`src/rtl/tr_cnt_lvl.sv`:
```
// rtl/tr_cnt_lvl.sv - transaction grouper: adds one outer eot level every cfg top-level transactions
// Streams are flattened dti ports: <name>_data / <name>_valid / <name>_ready.
module tr_cnt_lvl #(
    parameter int W_DATA  = 8,
    parameter int LVL_IN  = 1,
    parameter int W_CFG   = 16,
    parameter int OUT_REG = 0
) (
    input  logic                     clk,
    input  logic                     rst,
    input  logic [W_DATA+LVL_IN-1:0] din_data,
    input  logic                     din_valid,
    output logic                     din_ready,
    input  logic [W_CFG-1:0]         cfg_data,
    input  logic                     cfg_valid,
    output logic                     cfg_ready,
    output logic [W_DATA+LVL_IN:0]   dout_data,
    output logic                     dout_valid,
    input  logic                     dout_ready,
    output logic [W_CFG-1:0]         grp_idx
);

    logic [W_CFG-1:0]         cnt_reg;
    logic [W_CFG-1:0]         cfg_eff;
    logic [W_CFG-1:0]         cfg_last;
    logic                     last;
    logic                     eot_top;
    logic                     acc;
    logic                     done;
    logic [W_DATA+LVL_IN:0]   mapped;

    // A zero group size behaves as one so the counter can never wrap.
    assign cfg_eff  = (cfg_data == '0) ? W_CFG'(1) : cfg_data;
    assign cfg_last = cfg_eff - W_CFG'(1);
    assign last     = (cnt_reg == cfg_last);
    assign eot_top  = din_data[W_DATA+LVL_IN-1];
    assign acc      = din_valid && din_ready;
    assign done     = acc && eot_top && last;

    assign mapped    = {last, din_data};
    assign cfg_ready = done;
    assign grp_idx   = cnt_reg;

    always_ff @(posedge clk) begin
        if (rst) begin
            cnt_reg <= '0;
        end else if (done) begin
            cnt_reg <= '0;
        end else if (acc && eot_top) begin
            cnt_reg <= cnt_reg + W_CFG'(1);
        end
    end

    generate
        if (OUT_REG != 0) begin : g_reg
            logic                   ovalid;
            logic [W_DATA+LVL_IN:0] odata;

            // Full-throughput skid-free stage: load allowed while draining.
            assign din_ready  = cfg_valid && (!ovalid || dout_ready);
            assign dout_valid = ovalid;
            assign dout_data  = odata;

            always_ff @(posedge clk) begin
                if (rst) begin
                    ovalid <= 1'b0;
                    odata  <= '0;
                end else if (acc) begin
                    ovalid <= 1'b1;
                    odata  <= mapped;
                end else if (dout_ready) begin
                    ovalid <= 1'b0;
                end
            end
        end else begin : g_comb
            assign din_ready  = dout_ready && cfg_valid;
            assign dout_valid = din_valid && cfg_valid;
            assign dout_data  = mapped;
        end
    endgenerate

endmodule
```
`config.mk`:
```
export PLATFORM = sky130hd
export DESIGN_NAME = tr_cnt_lvl
export DESIGN_NICKNAME = d
export VERILOG_FILES = /design/src/rtl/tr_cnt_lvl.sv
export SDC_FILE = /design/constraint.sdc
export NUM_CORES = 1
export LEC_CHECK = 0
export BUFFER_PORTS_ARGS = -buffer_cell sky130_fd_sc_hd__buf_2
export CAP_MARGIN = 20
export CELL_PAD_IN_SITES_DETAIL_PLACEMENT = 1
export CELL_PAD_IN_SITES_GLOBAL_PLACEMENT = 1
export CORE_MARGIN = 1
export CORE_UTILIZATION = 27
export DETAILED_ROUTE_END_ITERATION = 10
export PLACE_DENSITY_LB_ADDON = 0.1
export SLEW_MARGIN = 20
export SYNTH_ARGS = -nofsm -noshare
export SYNTH_HDL_FRONTEND = slang
export SYNTH_SLANG_ARGS = --single-unit
```
`constraint.sdc`:
```
create_clock -name clk -period 6.7 [get_ports clk]
set_clock_uncertainty 0.1 [all_clocks]
set_input_delay 0.335 -clock clk [delete_from_list [all_inputs] [get_ports clk]]
set_output_delay 0.335 -clock clk [all_outputs]
set_load 0.05 [all_outputs]
```
==> flow_summary_export.csv, run 1 <==
group,metric,value,unit
power_and_ir_drop,swShare,28.24,%
place,hpwlAfterDp,3696,um
detailed_routing,via_per_inst,5.210,
power_and_ir_drop,irDropWorstVdd,0.07260,mV
grt,grt_antenna_before_repair,0,
critical_path,depth_of_the_critical_timing_path_with_buffers_and_inverters_included,12,
critical_path,timing.reg2reg.worst_path_depth,6,
sta,finalSetupTns,0,ns
die,floorplan.die.height,77.87,um
grt,grt_pass1_wl,7417,um
detailed_routing,antenna_viol_nets_final,0,
detailed_routing,finalWirelength,4584,um
critical_path,endpoint,"cfg_ready",
die,dieWidth,77.87,um
grt,grt.overflow.total,0,
detailed_routing,dr.pass1.iters,2,
finish,area_growth_from_synthesis_to_layout,13.61,%
power_and_ir_drop,power.share.combinational,21.3,%
die,design.die.area,6063,um^2
synth,synth.largest_area_cell,"dfxtp_1",
critical_path,critical_path_buf_inv_count,2,
synth,postSynthRegisterBits,16,
synth,syn-num-nets,215,
cts,postCtsHoldBufs,0,
cts,tritoncts.num_buffers,3,
synth,async_flop_share,0,%
finish,layout_commonest_cell,"buf_2",
critical_path,rrSetupSlack,4.07,ns
cts,cts_num_sinks,16,
power_and_ir_drop,clock_power_share,33.4,%
detailed_routing,post-route-drc-count,0,
power_and_ir_drop,total_internal_power,152.2,uW
critical_path,worstSetupStartpoint,"cfg_data[4]",
grt,grt_max_degree,17,
cts,clock_tree_from_tritoncts,"yes",
critical_path,worst-endpoint-arrival,3.00,ns
die,core_area,5540,um^2
sta,min_period_over_period,51.24,%
critical_path,timing.critical_path.to_type,"primary output",
detailed_routing,drt_iter0_markers,35,
finish,antennaDiodeCount,0,
sta,max_slew.worst_pin.slew,0.8769,ns
run,maxCapViolations,0,
power_and_ir_drop,power.density,120.1,nW/um^2
cts,clk_root_buffer_cell,"clkbuf_8",
synth,yosys.area.top_type_share,20.61,%
synth,main_area_contributors_after_synthesis,"dfxtp_1, xnor2_1, xor2_1",
finish,largest_register_ff_count,16,
synth,synth-seq-area-share,20.61,%
grt,first_global_vias,1534,
synth,synthesis_warning_total,0,
cts,clock_tree.htree_level_count,1,
sta,maxSlewHeadroom,41.30,%
critical_path,startpoint_type,"primary input",
critical_path,critPathMaxFanout,8,
critical_path,worstReg2RegStart,"grp_idx[9]$_SDFFE_PP0P_",
critical_path,critical_path.top_delay_family,"simple AND/OR/NAND/NOR gates",
sta,final.min_clock_period,3.433,ns
synth,postSynthAreaPerCell,8.492,um^2
sta,finalHoldViolCount,0,
sta,fmax,291.3,MHz
place,gp_routability_congestion,0.7211,
detailed_routing,vias,1464,
critical_path,timing.critical_path.slowest_cell_delay,0.43,ns
die,cell_row_count,27,
critical_path,slowest_stage,"nor3_2",
power_and_ir_drop,power.net_switching,59.89,uW
synth,synth-edff-count,0,
finish,num-nets-final,243,
sta,unrepaired_setup_endpoints_after_global_routing,"no",
finish,layoutNonFillerInstCount,281,
finish,layout-drive-gt1-share,27.75,%
sta,timing.final.max_slew_violations,0,
min_path,hold_class,"in2reg",
power_and_ir_drop,p_leak,0.0006766,uW
die,initial_core_util,28.05,%
place,placement.io_buffers,42,
cts,ctsResizeCount,0,
critical_path,cp_data_required_time,6.26,ns
grt,grt_use_total,15.61,%
detailed_routing,per_cell_routed_wire_length,16.31,um
finish,layout_common_cells,"buf_2, xnor2_1, dfxtp_1, a211oi_1, xor2_1",
synth,synth_ff_type,"dfxtp_1",
synth,post_synth_instance_area,1554,um^2
sta,finalSetupViolCount,0,
place,placedCellCount,278,
synth,yosys.cell_types.count,48,
critical_path,cp_cell_sequence,"buf_2 -> nor3_2 -> and4_1 -> a21oi_1 -> ha_1 -> xnor2_1 -> xnor2_1 -> nor4_4 -> nand4_1 -> nor2_1 -> and4b_1 -> buf_2",
synth,post_synth_inst_count,183,
cts,postCtsSetupBuffers,0,
critical_path,path_type_of_the_worst_setup_path,"in2out",
critical_path,crit-reg2reg-capture,"grp_idx[5]$_SDFFE_PP0P_",
power_and_ir_drop,seqPwrFrac,45.3,%
cts,cts.path.max_buffers,2,
cts,worst_skew_pair.late_latency,0.24,ns
die,io-pin-count,59,
outcome,outcome,"completed",
cts,cts.clk_slew.worst_paths,0.06,ns
per-layer routing:
metal	vias to the layer above	wire, um	track usage, %
li1	724	-	-
met1	715	2179	19.70
met2	19	2271	27.61
met3	6	75	1.412
met4	0	57	5.094
met5	-	0	0
worst min-delay path by stage:
| stage | start | to | slack (ns) | cells past startpoint |
|---|---|---|---|---|
| 2_1_floorplan | rst | grp_idx[8]$_SDFFE_PP0P_ | 0.55 | 2 |
| 3_3_place_gp | grp_idx[15]$_SDFFE_PP0P_ | grp_idx[15]$_SDFFE_PP0P_ | 0.51 | 2 |
| 3_5_place_dp | grp_idx[12]$_SDFFE_PP0P_ | grp_idx[12]$_SDFFE_PP0P_ | 0.53 | 2 |
| 4_1_cts | rst | grp_idx[11]$_SDFFE_PP0P_ | 0.40 | 2 |
| 5_1_grt | rst | grp_idx[11]$_SDFFE_PP0P_ | 0.40 | 2 |
| 6_report | rst | grp_idx[11]$_SDFFE_PP0P_ | 0.39 | 2 |
kinds of logic (layout without fill, tap and decap cells):
family	count (synthesis)	count (layout)	share of synthesized area, %
multiplexers	2	2	1.288
XOR/XNOR	34	34	20.05
AND/OR/NAND/NOR	73	73	30.11
adder cells (fa/ha/maj)	2	2	1.610
flip-flops	16	16	20.61
AO/OA/AOI/OAI	33	33	16.99
buffers and inverters	23	49	9.339
per-stage QoR:
step / utilization (%) / area (um^2) / hold WS [ns] / worst slack (ns) / total power [uW]
global route: 31.87 / 1765 / 0.4002 / 2.965 / 223.9
finish: 31.87 / 1765 / 0.3900 / 3.267 / 212.1
detailed placement: 31.12 / 1724 / 0.5291 / 2.972 / 143.6
CTS: 31.87 / 1765 / 0.3957 / 3.213 / 215.0
global placement: 31.12 / 1724 / 0.5075 / 3.081 / 142.4
floorplan: - / 1554 / 0.5520 / 3.648 / 139.1
power groups by stage:
stage	sequential [uW]	combinational [uW]	clock [uW]
finish	96.1	45.1	70.9
global route	96.2	49.4	78.4
CTS	96.1	45.7	73.2
detailed placement	98.2	45.4	0
global placement	98.2	44.2	0
floorplan	98.6	40.5	0
cells in the mapped netlist (all sizes together), types with 4 or more instances:
cell	count
and3	6
and4	4
nor4	5
a211oi	17
a21oi	4
buf	16
nand2	11
nand3	5
dfxtp	16
xnor2	20
xor2	13
nand4	7
nor2	11
nor3	7
inv	4
area by class of cell:
class	instances	area (um^2)
Fill cell	676	3775
Multi-Input combinational cell	144	1089
Sequential cell	16	320.3
Timing Repair Buffer	42	210.2
Tap cell	72	90.09
Clock buffer	3	41.29
Inverter	4	15.01
Note: power is estimated with default switching activity, not from simulation.
==> run 2, diff against run 1 <==
==> constraint.sdc (replaced) <==
create_clock -name clk -period 3.35 [get_ports clk]
set_clock_uncertainty 0.1 [all_clocks]
set_input_delay 0.1675 -clock clk [delete_from_list [all_inputs] [get_ports clk]]
set_output_delay 0.1675 -clock clk [all_outputs]
set_load 0.05 [all_outputs]
==> flow_summary_export.csv, run 2 (synthesis results as in run 1) <==
group,metric,value,unit
power_and_ir_drop,clock_power_share,33.0,%
detailed_routing,per_cell_routed_wire_length,16.67,um
die,design.die.area,6063,um^2
die,dieWidth,77.87,um
critical_path,rrSetupSlack,0.90,ns
place,hpwlAfterDp,3958,um
die,floorplan.die.height,77.87,um
sta,final.min_clock_period,2.959,ns
cts,ctsResizeCount,0,
sta,min_period_over_period,88.34,%
detailed_routing,dr.pass1.iters,4,
sta,finalSetupTns,0,ns
place,placement.io_buffers,42,
min_path,worst_hold_startpoint,"rst",
grt,grt_antenna_before_repair,0,
power_and_ir_drop,power.share.combinational,21.8,%
power_and_ir_drop,power.density,233.4,nW/um^2
finish,layoutNonFillerInstCount,287,
cts,postCtsSetupBuffers,0,
power_and_ir_drop,power.net_switching,119.3,uW
die,cell_row_count,27,
grt,grt_use_total,16.70,%
critical_path,path_type_of_the_worst_setup_path,"in2out",
detailed_routing,finalWirelength,4784,um
critical_path,startpoint_type,"primary input",
place,placedCellCount,284,
min_path,worstHoldEndpoint,"grp_idx[11]$_SDFFE_PP0P_",
cts,worst_skew_pair.late_latency,0.24,ns
sta,fmax,337.9,MHz
power_and_ir_drop,p_leak,0.0007115,uW
power_and_ir_drop,swShare,28.05,%
die,core_area,5540,um^2
grt,grt_max_degree,17,
cts,cts.clk_slew.worst_paths,0.06,ns
min_path,worst_hold_path.num_cells,2,
detailed_routing,antenna_viol_nets_final,0,
grt,first_global_vias,1631,
finish,largest_register_ff_count,16,
finish,area_growth_from_synthesis_to_layout,17.31,%
detailed_routing,drt_iter0_markers,29,
grt,grt_pass1_wl,7955,um
power_and_ir_drop,seqPwrFrac,45.2,%
power_and_ir_drop,finalPower,425.4,uW
die,io-pin-count,59,
critical_path,timing.critical_path.to_type,"primary output",
place,gp_routability_congestion,0.8007,
detailed_routing,via_per_inst,5.206,
outcome,outcome,"completed",
min_path,hold_class,"in2reg",
power_and_ir_drop,irDropWorstVdd,0.1423,mV
finish,antennaDiodeCount,0,
cts,cts.path.max_buffers,2,
critical_path,critPathMaxFanout,8,
critical_path,worstReg2RegStart,"grp_idx[7]$_SDFFE_PP0P_",
grt,grt.overflow.total,0,
cts,postCtsHoldBufs,0,
cts,cts_num_sinks,16,
critical_path,cp_data_required_time,3.08,ns
sta,maxSlewHeadroom,57.16,%
sta,timing.final.max_slew_violations,0,
cts,tritoncts.num_buffers,3,
finish,layout-drive-gt1-share,29.77,%
critical_path,timing.reg2reg.worst_path_depth,6,
sta,unrepaired_setup_endpoints_after_global_routing,"no",
cts,clock_tree.htree_level_count,1,
cts,clock_tree_from_tritoncts,"yes",
finish,num-nets-final,249,
critical_path,worst-endpoint-arrival,2.69,ns
die,initial_core_util,28.05,%
sta,max_slew.worst_pin.slew,0.6427,ns
sta,finalSetupViolCount,0,
detailed_routing,vias,1494,
critical_path,crit-reg2reg-capture,"grp_idx[7]$_SDFFE_PP0P_",
detailed_routing,post-route-drc-count,0,
run,maxCapViolations,0,
cts,clk_root_buffer_cell,"clkbuf_8",
sta,finalHoldViolCount,0,
finish,layout_common_cells,"buf_2, xnor2_1, dfxtp_1, a211oi_1, xor2_1",
finish,layout_commonest_cell,"buf_2",
power_and_ir_drop,total_internal_power,306.1,uW
run 2: changes by cell type in the layout (fill, tap and decap cells not counted):
cell    delta
buf_4      +5
buf_12     +1
run 2: area by class of cell:
type / count / area, um^2
fill: 699 / 3717
multi-input combinational: 144 / 1089
clock buffer: 3 / 41.29
sequential: 16 / 320.3
timing repair buffer: 48 / 267.8
inverter: 4 / 15.01
tap: 72 / 90.09
run 2: critical path: stages:
cell	delay (ns)
buf_2	0.14
nor3_2	0.43
and4_1	0.29
a21oi_1	0.08
ha_1	0.30
xor2_1	0.14
nand2_1	0.10
nor4_4	0.30
nand4_1	0.13
nor2_1	0.15
and4b_1	0.20
buf_2	0.26
run 2: metrics by stage:
step	hold WS (ns)	util [%]	setup WS, ns	area [um^2]
floorplan	0.3845	-	0.6326	1554
global placement	0.2353	32.16	0.4214	1782
detailed placement	0.2353	32.16	0.3667	1782
CTS	0.2148	32.90	0.3293	1823
global route	0.2330	32.90	0.1350	1823
finish	0.2176	32.90	0.3907	1823
run 2: per-layer routing:
| layer | track usage (%) | share of wire [%] | vias up | wire [um] |
|---|---|---|---|---|
| met5 | 0 | 0 | - | 0 |
| met4 | 5.472 | 1.7 | 0 | 83 |
| met3 | 1.647 | 2.3 | 10 | 110 |
| met2 | 30.27 | 51 | 23 | 2455 |
| met1 | 20.39 | 45 | 725 | 2133 |
| li1 | - | - | 736 | - |
run 2: how the worst max path moves through the flow:
stage	slack, ns	from	cells past startpoint	to
CTS	0.33	cfg_data[4]	12	cfg_ready
global placement	0.42	cfg_data[4]	12	cfg_ready
floorplan	0.63	cfg_data[4]	11	cfg_ready
detailed placement	0.37	cfg_data[4]	12	cfg_ready
global route	0.13	cfg_data[4]	12	cfg_ready
finish	0.39	cfg_data[4]	12	cfg_ready
run 2: power groups by stage:
| stage | sequential [uW] | clock (uW) | combinational (uW) |
|---|---|---|---|
| global placement | 196 | 0 | 91.0 |
| floorplan | 197 | 0 | 81.0 |
| CTS | 192 | 147 | 93.6 |
| global route | 192 | 158 | 102 |
| detailed placement | 196 | 0 | 93.1 |
| finish | 192 | 141 | 92.6 |
==> run 3, diff against run 2 <==
--- a/config.mk
+++ b/config.mk
@@ -11,7 +11,9 @@
 export CELL_PAD_IN_SITES_GLOBAL_PLACEMENT = 1
 export CORE_MARGIN = 1
 export CORE_UTILIZATION = 27
+export CTS_CLUSTER_SIZE = 28
 export DETAILED_ROUTE_END_ITERATION = 10
+export GPL_TIMING_DRIVEN = 0
 export PLACE_DENSITY_LB_ADDON = 0.1
 export SLEW_MARGIN = 20
 export SYNTH_ARGS = -nofsm -noshare
==> flow_summary_export.csv, run 3 (synthesis results as in run 1) <==
group,metric,value,unit
outcome,outcome,"completed",
detailed_routing,post-route-drc-count,0,
die,design.die.area,6063,um^2
critical_path,critPathMaxFanout,7,
critical_path,timing.critical_path.to_type,"primary output",
sta,min_period_over_period,91.55,%
cts,worst_skew_pair.late_latency,0.25,ns
sta,max_slew.worst_pin.slew,0.5239,ns
detailed_routing,dr.pass1.iters,3,
detailed_routing,drt_iter0_markers,25,
power_and_ir_drop,irDropWorstVdd,0.1214,mV
cts,postCtsSetupBuffers,0,
critical_path,path_type_of_the_worst_setup_path,"in2out",
detailed_routing,vias,1535,
finish,layout_commonest_cell,"buf_2",
finish,layout-drive-gt1-share,34.47,%
min_path,hold_class,"in2reg",
grt,grt_max_degree,11,
sta,finalSetupViolCount,0,
detailed_routing,finalWirelength,4443,um
finish,layout_common_cells,"buf_2, xnor2_1, dfxtp_1, a211oi_1, xor2_1",
critical_path,timing.critical_path.slowest_cell_delay,0.40,ns
critical_path,cp_data_required_time,3.08,ns
place,detailedPlace.worstSlack,0.0004019,ns
critical_path,startpoint_type,"primary input",
finish,final_core_util,35.05,%
critical_path,slowest_stage,"nor4_2",
finish,area_growth_from_synthesis_to_layout,24.96,%
cts,postCtsHoldBufs,0,
sta,final.setup.worst_slack,0.2832,ns
place,placement.io_buffers,49,
detailed_routing,antenna_viol_nets_final,0,
sta,fmax,326.1,MHz
power_and_ir_drop,finalPower,459.3,uW
place,gp_routability_congestion,0.7216,
finish,fillers,687,
sta,unrepaired_setup_endpoints_after_global_routing,"no",
die,floorplan.die.height,77.87,um
grt,grt.overflow.total,0,
grt,first_global_vias,1510,
power_and_ir_drop,power.density,236.5,nW/um^2
die,io-pin-count,59,
cts,cts.path.max_buffers,2,
critical_path,critical_path.top_delay_family,"simple AND/OR/NAND/NOR gates",
sta,finalHoldViolCount,0,
sta,maxSlewHeadroom,64.80,%
grt,grt_antenna_before_repair,0,
sta,hold-worst-slack,0.2315,ns
critical_path,critical_path_buf_inv_count,4,
cts,clk_root_buffer_cell,"clkbuf_8",
run,maxCapViolations,0,
place,hpwlAfterDp,3630,um
die,initial_core_util,28.05,%
finish,num-nets-final,269,
die,dieWidth,77.87,um
detailed_routing,per_cell_routed_wire_length,14.47,um
cts,cts.clk_slew.worst_paths,0.06,ns
grt,grt_use_total,15.33,%
cts,cts_num_sinks,16,
grt,grt_pass1_wl,7362,um
sta,final.min_clock_period,3.067,ns
finish,antennaDiodeCount,0,
critical_path,cp_cell_sequence,"buf_2 -> nor4_2 -> and4_1 -> buf_4 -> a21oi_1 -> ha_1 -> xor2_1 -> nand2_1 -> nor4_4 -> nand4_1 -> nor2_1 -> and3b_1 -> buf_4 -> buf_2",
die,cell_row_count,27,
finish,largest_register_ff_count,16,
sta,finalSetupTns,0,ns
power_and_ir_drop,p_leak,0.0007904,uW
cts,clock_tree_from_tritoncts,"yes",
cts,tritoncts.num_buffers,3,
sta,timing.final.max_slew_violations,0,
die,core_area,5540,um^2
detailed_routing,via_per_inst,5.000,
critical_path,worst-endpoint-arrival,2.80,ns
cts,clock_tree.htree_level_count,1,
run 3: cell count changes in the layout (fill, tap and decap cells not counted), sizes merged:
| cell | before | now |
|---|---|---|
| clkbuf | 3 | 6 |
| buf | 48 | 65 |
run 3: area by class of cell:
class | instances | area (um^2) | area share [%]
Sequential cell | 16 | 320.3 | 16.49
Inverter | 4 | 15.01 | 0.7732
Tap cell | 72 | 90.09 | 4.639
Buffer | 19 | 130.1 | 6.701
Multi-Input combinational cell | 144 | 1100 | 56.64
Clock buffer | 3 | 41.29 | 2.126
Timing Repair Buffer | 49 | 245.2 | 12.63
run 3: per-stage QoR:
step	area, um^2	cells
after floorplan	1554	183
after global placement	1889	304
after detailed placement	1889	304
after CTS	1931	307
after global routing	1942	307
final	1942	307
run 3: worst paths after layout:
| kind | start | end | slack (ns) | cells past startpoint |
|---|---|---|---|---|
| worst max-delay path | cfg_data[9] | dout_data[9] | 0.28 | 14 |
| worst min-delay path | rst | grp_idx[15]$_SDFFE_PP0P_ | 0.23 | 2 |
| worst max register to register | grp_idx[14]$_SDFFE_PP0P_ | grp_idx[1]$_SDFFE_PP0P_ | 0.95 | 7 |
| worst min register to register | grp_idx[8]$_SDFFE_PP0P_ | grp_idx[8]$_SDFFE_PP0P_ | 0.52 | 2 |
run 3: report_power, final:
group	internal, uW	switching (uW)	total, uW	leakage [uW]
registers	191	0.438	191	0.000129
logic	45.0	77.3	122	0.000640
clock network	79.7	66.1	146	0.0000216
run 3: worst reg2reg max path, cell delays in order, from the launching register on:
cell and delay (ns):
dfxtp_1 0.44, xor2_1 0.24, and3_1 0.19, o21ai_0 0.07, o21ai_0 0.41, nor4b_4 0.51
buf_6 0.22, a211oi_1 0.08
run 3: repair_timing:
item / CTS / global route
hold endpoints to repair: 0 / 0
endpoints found under the setup margin: 0 / 12
resized for setup: 0 / 2
run 3: metal layers:
layer | up-vias | wire [um] | GRT usage (%)
li1 | 773 | - | -
met1 | 733 | 2156 | 20.59
met2 | 27 | 2123 | 25.75
met3 | 2 | 137 | 1.765
met4 | 0 | 27 | 3.962
met5 | - | 0 | 0
